===== src/rtl/sniffer_pkg.sv =====
// Shared definitions for the sniffer datapath: character codes, token FSM
// states and the byte classification helper.
package sniffer_pkg;

  localparam logic [7:0] CH_0     = 8'h30;
  localparam logic [7:0] CH_9     = 8'h39;
  localparam logic [7:0] CH_SP    = 8'h20;
  localparam logic [7:0] CH_TAB   = 8'h09;
  localparam logic [7:0] CH_LF    = 8'h0A;
  localparam logic [7:0] CH_CR    = 8'h0D;
  localparam logic [7:0] CH_MINUS = 8'h2D;

  typedef enum logic [1:0] {
    IDLE = 2'd0,
    SIGN = 2'd1,
    NUM  = 2'd2
  } tok_state_t;

  typedef struct packed {
    logic is_number;
    logic is_white;
    logic is_sign;
  } char_class_t;

  // Map one ASCII byte onto its digit / whitespace / sign flags.
  function automatic char_class_t classify(input logic [7:0] ch);
    char_class_t c;
    c.is_number = (ch >= CH_0) && (ch <= CH_9);
    c.is_white  = (ch == CH_SP) || (ch == CH_TAB) || (ch == CH_LF) || (ch == CH_CR);
    c.is_sign   = (ch == CH_MINUS);
    return c;
  endfunction

endpackage


===== src/rtl/sniff_token_window_if.sv =====
// Byte-in / window-and-token-out bundle of the token window block.
// The byte source drives through master, the window block sits on slave.
interface sniff_token_window_if #(
  parameter int DEPTH = 12,
  parameter int VAL_W = 16,
  parameter int LEN_W = 4
);

  logic             enable;
  logic             flush;
  logic [7:0]       data_in;
  logic [7:0]       data_out;
  logic [DEPTH-1:0] is_number_out;
  logic [DEPTH-1:0] is_white_out;
  logic             tok_valid;
  logic [VAL_W-1:0] tok_value;
  logic             tok_neg;
  logic [LEN_W-1:0] tok_len;
  logic             tok_ovf;

  modport master (
    output enable, flush, data_in,
    input  data_out, is_number_out, is_white_out,
    input  tok_valid, tok_value, tok_neg, tok_len, tok_ovf
  );

  modport slave (
    input  enable, flush, data_in,
    output data_out, is_number_out, is_white_out,
    output tok_valid, tok_value, tok_neg, tok_len, tok_ovf
  );

endinterface


===== src/rtl/sniff_char_classifier.sv =====
// Combinational byte-to-flags classifier.
module sniff_char_classifier
  import sniffer_pkg::*;
(
  input  logic [7:0]  ch,
  output char_class_t cls
);

  assign cls = classify(ch);

endmodule


===== src/rtl/sniff_token_window.sv =====
// Sliding character window with per-slot digit/whitespace flags, plus a
// signed decimal token tracker that converts each number to binary and
// reports it with a one-cycle pulse.
module sniff_token_window
  import sniffer_pkg::*;
#(
  parameter int DEPTH = 12,
  parameter int VAL_W = 16,
  parameter int LEN_W = 4
) (
  input  logic                 clk,
  input  logic                 rst,
  sniff_token_window_if.slave  bus
);

  localparam logic [VAL_W+3:0] ACC_MAX = {4'b0000, {VAL_W{1'b1}}};
  localparam logic [VAL_W+3:0] TEN     = (VAL_W+4)'(10);
  localparam logic [LEN_W-1:0] LEN_ONE = LEN_W'(1);
  localparam logic [LEN_W-1:0] LEN_MAX = {LEN_W{1'b1}};

  char_class_t      cls_s;
  logic [7:0]       win_r [DEPTH];
  logic [DEPTH-1:0] num_r;
  logic [DEPTH-1:0] white_r;

  tok_state_t       state_r, state_n;
  logic [VAL_W-1:0] acc_r, acc_n;
  logic [LEN_W-1:0] len_r, len_n;
  logic             neg_r, neg_n;
  logic             ovf_r, ovf_n;
  logic             emit_s;
  logic [VAL_W+3:0] prod_s;
  logic [VAL_W-1:0] digit_s;

  logic             tok_valid_r;
  logic [VAL_W-1:0] tok_value_r;
  logic             tok_neg_r;
  logic [LEN_W-1:0] tok_len_r;
  logic             tok_ovf_r;

  sniff_char_classifier u_classifier (
    .ch  (bus.data_in),
    .cls (cls_s)
  );

  // Digit value and the widened acc*10+d; the extra 4 bits expose overflow.
  assign digit_s = VAL_W'(bus.data_in[3:0]);
  assign prod_s  = ({4'b0000, acc_r} * TEN) + (VAL_W+4)'(bus.data_in[3:0]);

  // Shift the new byte and its flags into slot 0 on every enabled cycle.
  always_ff @(posedge clk or posedge rst) begin
    if (rst) begin
      for (int i = 0; i < DEPTH; i++) win_r[i] <= 8'h00;
      num_r   <= '0;
      white_r <= '0;
    end else if (bus.enable) begin
      win_r[0] <= bus.data_in;
      for (int i = 1; i < DEPTH; i++) win_r[i] <= win_r[i-1];
      num_r   <= {num_r[DEPTH-2:0], cls_s.is_number};
      white_r <= {white_r[DEPTH-2:0], cls_s.is_white};
    end
  end

  // Token FSM next-state: accumulate digits, decide when a token closes.
  always_comb begin
    state_n = state_r;
    acc_n   = acc_r;
    len_n   = len_r;
    neg_n   = neg_r;
    ovf_n   = ovf_r;
    emit_s  = 1'b0;
    if (bus.enable) begin
      case (state_r)
        IDLE: begin
          if (cls_s.is_sign) begin
            state_n = SIGN;
          end else if (cls_s.is_number) begin
            state_n = NUM;
            acc_n   = digit_s;
            len_n   = LEN_ONE;
            neg_n   = 1'b0;
            ovf_n   = 1'b0;
          end else begin
            state_n = IDLE;
          end
        end
        SIGN: begin
          if (cls_s.is_number) begin
            state_n = NUM;
            acc_n   = digit_s;
            len_n   = LEN_ONE;
            neg_n   = 1'b1;
            ovf_n   = 1'b0;
          end else if (cls_s.is_sign) begin
            state_n = SIGN;
          end else begin
            state_n = IDLE;
          end
        end
        NUM: begin
          if (cls_s.is_number) begin
            if (prod_s > ACC_MAX) begin
              acc_n = {VAL_W{1'b1}};
              ovf_n = 1'b1;
            end else begin
              acc_n = prod_s[VAL_W-1:0];
            end
            if (len_r != LEN_MAX) begin
              len_n = len_r + LEN_ONE;
            end else begin
              len_n = len_r;
            end
          end else begin
            // A '-' closes this token and opens the next one at once.
            emit_s = 1'b1;
            if (cls_s.is_sign) begin
              state_n = SIGN;
              neg_n   = 1'b0;
            end else begin
              state_n = IDLE;
            end
          end
        end
        default: state_n = IDLE;
      endcase
    end else if (bus.flush) begin
      // End of stream: an open number is reported, a dangling sign is dropped.
      emit_s  = (state_r == NUM);
      state_n = IDLE;
    end else begin
      state_n = state_r;
    end
  end

  // Token FSM state and accumulator registers.
  always_ff @(posedge clk or posedge rst) begin
    if (rst) begin
      state_r <= IDLE;
      acc_r   <= '0;
      len_r   <= '0;
      neg_r   <= 1'b0;
      ovf_r   <= 1'b0;
    end else begin
      state_r <= state_n;
      acc_r   <= acc_n;
      len_r   <= len_n;
      neg_r   <= neg_n;
      ovf_r   <= ovf_n;
    end
  end

  // Token report: pulse valid, latch the fields until the next emit.
  always_ff @(posedge clk or posedge rst) begin
    if (rst) begin
      tok_valid_r <= 1'b0;
      tok_value_r <= '0;
      tok_neg_r   <= 1'b0;
      tok_len_r   <= '0;
      tok_ovf_r   <= 1'b0;
    end else begin
      tok_valid_r <= emit_s;
      if (emit_s) begin
        tok_value_r <= acc_r;
        tok_neg_r   <= neg_r;
        tok_len_r   <= len_r;
        tok_ovf_r   <= ovf_r;
      end
    end
  end

  assign bus.data_out      = win_r[DEPTH-1];
  assign bus.is_number_out = num_r;
  assign bus.is_white_out  = white_r;
  assign bus.tok_valid     = tok_valid_r;
  assign bus.tok_value     = tok_value_r;
  assign bus.tok_neg       = tok_neg_r;
  assign bus.tok_len       = tok_len_r;
  assign bus.tok_ovf       = tok_ovf_r;

endmodule


===== src/flat_wrapper.sv =====
// flat-port wrapper written by rule: the top's interface ports become plain ports
module sniff_token_window_flat import sniffer_pkg::*;
#(
  parameter int DEPTH = 12,
  parameter int VAL_W = 16,
  parameter int LEN_W = 4
)
  (clk, rst, bus_enable, bus_flush, bus_data_in, bus_data_out, bus_is_number_out, bus_is_white_out, bus_tok_valid, bus_tok_value, bus_tok_neg, bus_tok_len, bus_tok_ovf);
  sniff_token_window_if #(.DEPTH(DEPTH), .VAL_W(VAL_W), .LEN_W(LEN_W)) bus_i ();
  input  logic clk;
  input  logic rst;
  input wire logic [$bits(bus_i.enable)-1:0] bus_enable;
  input wire logic [$bits(bus_i.flush)-1:0] bus_flush;
  input wire logic [$bits(bus_i.data_in)-1:0] bus_data_in;
  output wire logic [$bits(bus_i.data_out)-1:0] bus_data_out;
  output wire logic [$bits(bus_i.is_number_out)-1:0] bus_is_number_out;
  output wire logic [$bits(bus_i.is_white_out)-1:0] bus_is_white_out;
  output wire logic [$bits(bus_i.tok_valid)-1:0] bus_tok_valid;
  output wire logic [$bits(bus_i.tok_value)-1:0] bus_tok_value;
  output wire logic [$bits(bus_i.tok_neg)-1:0] bus_tok_neg;
  output wire logic [$bits(bus_i.tok_len)-1:0] bus_tok_len;
  output wire logic [$bits(bus_i.tok_ovf)-1:0] bus_tok_ovf;
  assign bus_i.enable = bus_enable;
  assign bus_i.flush = bus_flush;
  assign bus_i.data_in = bus_data_in;
  assign bus_data_out = bus_i.data_out;
  assign bus_is_number_out = bus_i.is_number_out;
  assign bus_is_white_out = bus_i.is_white_out;
  assign bus_tok_valid = bus_i.tok_valid;
  assign bus_tok_value = bus_i.tok_value;
  assign bus_tok_neg = bus_i.tok_neg;
  assign bus_tok_len = bus_i.tok_len;
  assign bus_tok_ovf = bus_i.tok_ovf;
  sniff_token_window #(.DEPTH(DEPTH), .VAL_W(VAL_W), .LEN_W(LEN_W)) u_core (.clk(clk), .rst(rst), .bus(bus_i));
endmodule

===== config.mk =====
export PLATFORM = sky130hd
export DESIGN_NAME = sniff_token_window_flat
export DESIGN_NICKNAME = d
export VERILOG_FILES = /design/src/rtl/sniffer_pkg.sv /design/src/rtl/sniff_token_window_if.sv /design/src/rtl/sniff_char_classifier.sv /design/src/rtl/sniff_token_window.sv /design/src/flat_wrapper.sv
export SDC_FILE = /design/constraint.sdc
export NUM_CORES = 1
export LEC_CHECK = 0
export CAP_MARGIN = 40
export CORE_ASPECT_RATIO = 0.9
export CORE_MARGIN = 1
export CORE_UTILIZATION = 58
export DETAILED_ROUTE_END_ITERATION = 8
export GPL_TIMING_DRIVEN = 1
export PLACE_DENSITY = 0.86
export SYNTH_ARGS = -nofsm -noshare
export SYNTH_HDL_FRONTEND = slang
export SYNTH_SLANG_ARGS = --single-unit

===== constraint.sdc =====
create_clock -name clk -period 6 [get_ports clk]
set_clock_uncertainty 0.1 [all_clocks]
set_input_delay 0.6 -clock clk [delete_from_list [all_inputs] [get_ports clk]]
set_output_delay 0.6 -clock clk [all_outputs]
set_load 0.01 [all_outputs]

==> flow_summary.toml <==
[synth]
netlist_area_sq_mm = 0.007918
synth_largest_area_cell = "dfrtp_1"
synthTopCellsByArea = "dfrtp_1 53%, mux2_2 20%, ha_1 5.1%, a21oi_1 1.7%, xor2_1 1.2%"
synth_top_area_share_pct = 52.78
yosysUniqueCellTypes = 66
synth_area_per_cell_sq_um = 12.90
synth_edf_count = 0
synth_fp_nets = 660
synth-main-ff-cell = "dfrtp_1"
async_reset_ff_share_pct = 100.0
yosysMostFrequentCell = "dfrtp_1"
ys_top_cells_by_count = "167 x dfrtp_1, 140 x mux2_2, 32 x ha_1"
syn_inst = 614
synth-seq-cells = 167
yosys_warnings = 0
synth_seq_area_share_pct = 52.78

[clock_tree]
clock_sinks = 167
cts.htree.levels = 4
cts_resized = 0
clk_latency_ns = 0.43
cts_tree = "yes"
clockRootBuffer = "clkbuf_16"
ctsHoldBuffers = 0
path_clk_slew_ns = 0.06
post-cts-setup-buffers = 0
clock_path_buffers = 2
numCtsBuffers = 17

[routing]
first_pass_iters = 6
wire_per_inst_um = 17.96
avgViaCountPerCell = 5.943
route.vias.total = 5069
antenna_left = 0
drc = 0
drt_iter0_drc = 340
wl_mm = 15.32

[power]
vdd.ir_drop.worst_uv = 251.9
fin_total_pwr_uw = 3224
p_leak_uw = 0.004190
power.density_mw_per_mm2 = 346.2

[critical_path]
critPathKind = "flip-flop to flip-flop"
cp_top_family = "simple AND/OR/NAND/NOR gates"
r2r_cells = 13
max_stage_delay_ns = 0.51
startpoint_type = "flip-flop"
end_kind = "flip-flop"
crit_top_cell = "ha_1"
required_ns = 6.18
crit_chain = "ha_1 > ha_1 > inv_1 > fa_1 > nand2b_1 > nor4_1 > nand4_1 > nor3_1 > nand4bb_1 > a31oi_2 > mux2i_2 > buf_6 > a41oi_1"
crit_cells = 13
crit_buf_inv = 2
cp.arrival_ns = 4.22
crit_path_max_fanout = 10
critPathSlowestCell = "mux2i_2"

[place]
gp_congestion = 0.8920
preCtsSetupSlack_ns = 2.022
hpwl_mm = 10.21
io_buffers = 66

[timing]
finalHoldViolations = 0
slew-limit-headroom_pct = 40.72
period_needed_ns = 4.037
finalSetupTns_ns = 0
setup_violations = 0
tightestPinTransition_ns = 0.8644
layout_setup_ws_ns = 1.963
slew_viol_final = 0
rsz0062_at_grt = "false"
final.period_utilization_pct = 67.28
max_freq_mhz = 247.7

[floorplanning]
dieArea_sq_mm = 0.01412
start_util_pct = 59.47
row_count = 40
io_pins = 67
die_height_um = 112.8
die_w_um = 125.2
core_sq_mm = 0.01331

[cells_and_area]
multi_input_area_sq_mm = 0.003532
fill_cells = 888
seqCellArea_sq_mm = 0.004179
antennaDiodeCount = 0
nNetsFinal = 720
drive_gt1_share_pct = 28.91
synthToLayoutAreaGrowth_pct = 17.64

[status]
run_status = "completed"

[grt]
grt_max_degree = 94
grt_pass1_vias = 4989
grt_pass1_wl_mm = 25.47
antenna_found_initial = 0
gr-total-overflow = 0
grt_usage_pct = 23.27

[hold_path]
hp-class = "input pin to async pin"

[job]
cap_violations = 0
[report_power, final]
group,total (uW),internal (uW),switching (uW)
combinational,598,354,245
clock,1090,662,430
sequential,1530,1380,149
total,3220,2400,824
[registers in the layout (all words and copies together) (netlist names), 2 cells and up]
| name | cells |
|---|---|
| u_core.state_r | 2 |
| u_core.bus.tok_value | 16 |
| u_core.bus.is_white_out | 12 |
| u_core.bus.is_number_out | 12 |
| u_core.len_r | 4 |
| u_core.bus.data_out | 8 |
| u_core.win_r | 88 |
| u_core.acc_r | 16 |
| u_core.bus.tok_len | 4 |
[placed cells by master, fill, tap and decap left out, drive strengths merged, types with 4 or more instances in the layout]
cell and instances:
a21o 5, xnor2 10, nand2b 9, nor3 10, nand3 9, inv 11, clkdlybuf4s50 65, a211oi 8
nand2 21, nor2b 4, buf 9, o21ai 14, a22oi 4, mux2 140, dfrtp 167, ha 32
a41oi 6, mux2i 5, clkbuf 19, a21oi 32, nor2 24, nor4 4, a31oi 7, xor2 11
[area by class of cell]
class / count / share of cell area, %
repair buffers: 74 / 8.181
multi-input cells: 405 / 37.92
flip-flops and latches: 167 / 44.87
inverters: 9 / 0.4164
clock inverters: 11 / 1.599
clock buffers: 19 / 4.756
well taps: 168 / 2.257
[logic make-up after synthesis]
family / share of synthesized area, %
multiplexers: 20.59
buffers and inverters: 2.671
AO/OA/AOI/OAI: 8.802
flip-flops: 52.78
adder cells (fa/ha/maj): 5.563
XOR/XNOR: 2.323
AND/OR/NAND/NOR: 7.270
[worst reg2reg max path, delay by kind of cell (launching register included)]
kind / cells / cell delay (ns)
compound gates: 2 / 0.37
fa+ha+maj: 3 / 1.00
simple gates: 5 / 1.15
mux: 1 / 0.51
buf+inv: 2 / 0.31
flops: 1 / 0.45
[path summary, 6_finish.rpt]
check | start | end | slack [ns]
worst min register to register | u_core.win_r[23] | u_core.win_r[23] | 0.40
min in group clk | u_core.win_r[23] | u_core.win_r[23] | 0.40
max in group asynchronous | rst | u_core.win_r[42] | 4.00
worst max register to register | u_core.acc_r[1] | u_core.acc_r[9] | 1.96
worst max-delay path | u_core.acc_r[1] | u_core.acc_r[9] | 1.96
worst min-delay path | rst | u_core.bus.data_out[5] | 0.35
[layer usage]
layer	global-route usage, %	part of all wire (%)	vias to the layer above
li1	-	-	2357
met1	31.45	46	2534
met2	36.72	47	149
met3	4.303	4.7	29
met4	11.30	2.5	0
met5	0	0	-
[stage by stage]
| stage | std cells | hold slack [ns] | instance area [sq um] | utilization, % |
|---|---|---|---|---|
| after floorplan | 614 | 0.3645 | 7918 | - |
| after global placement | 819 | 0.3836 | 8648 | 64.96 |
| after detailed placement | 823 | 0.3892 | 8722 | 65.52 |
| after CTS | 853 | 0.3557 | 9314 | 69.96 |
| after global routing | 853 | 0.3693 | 9314 | 69.96 |
| final | 853 | 0.3548 | 9314 | 69.96 |
(Power assumes the default switching activity.)
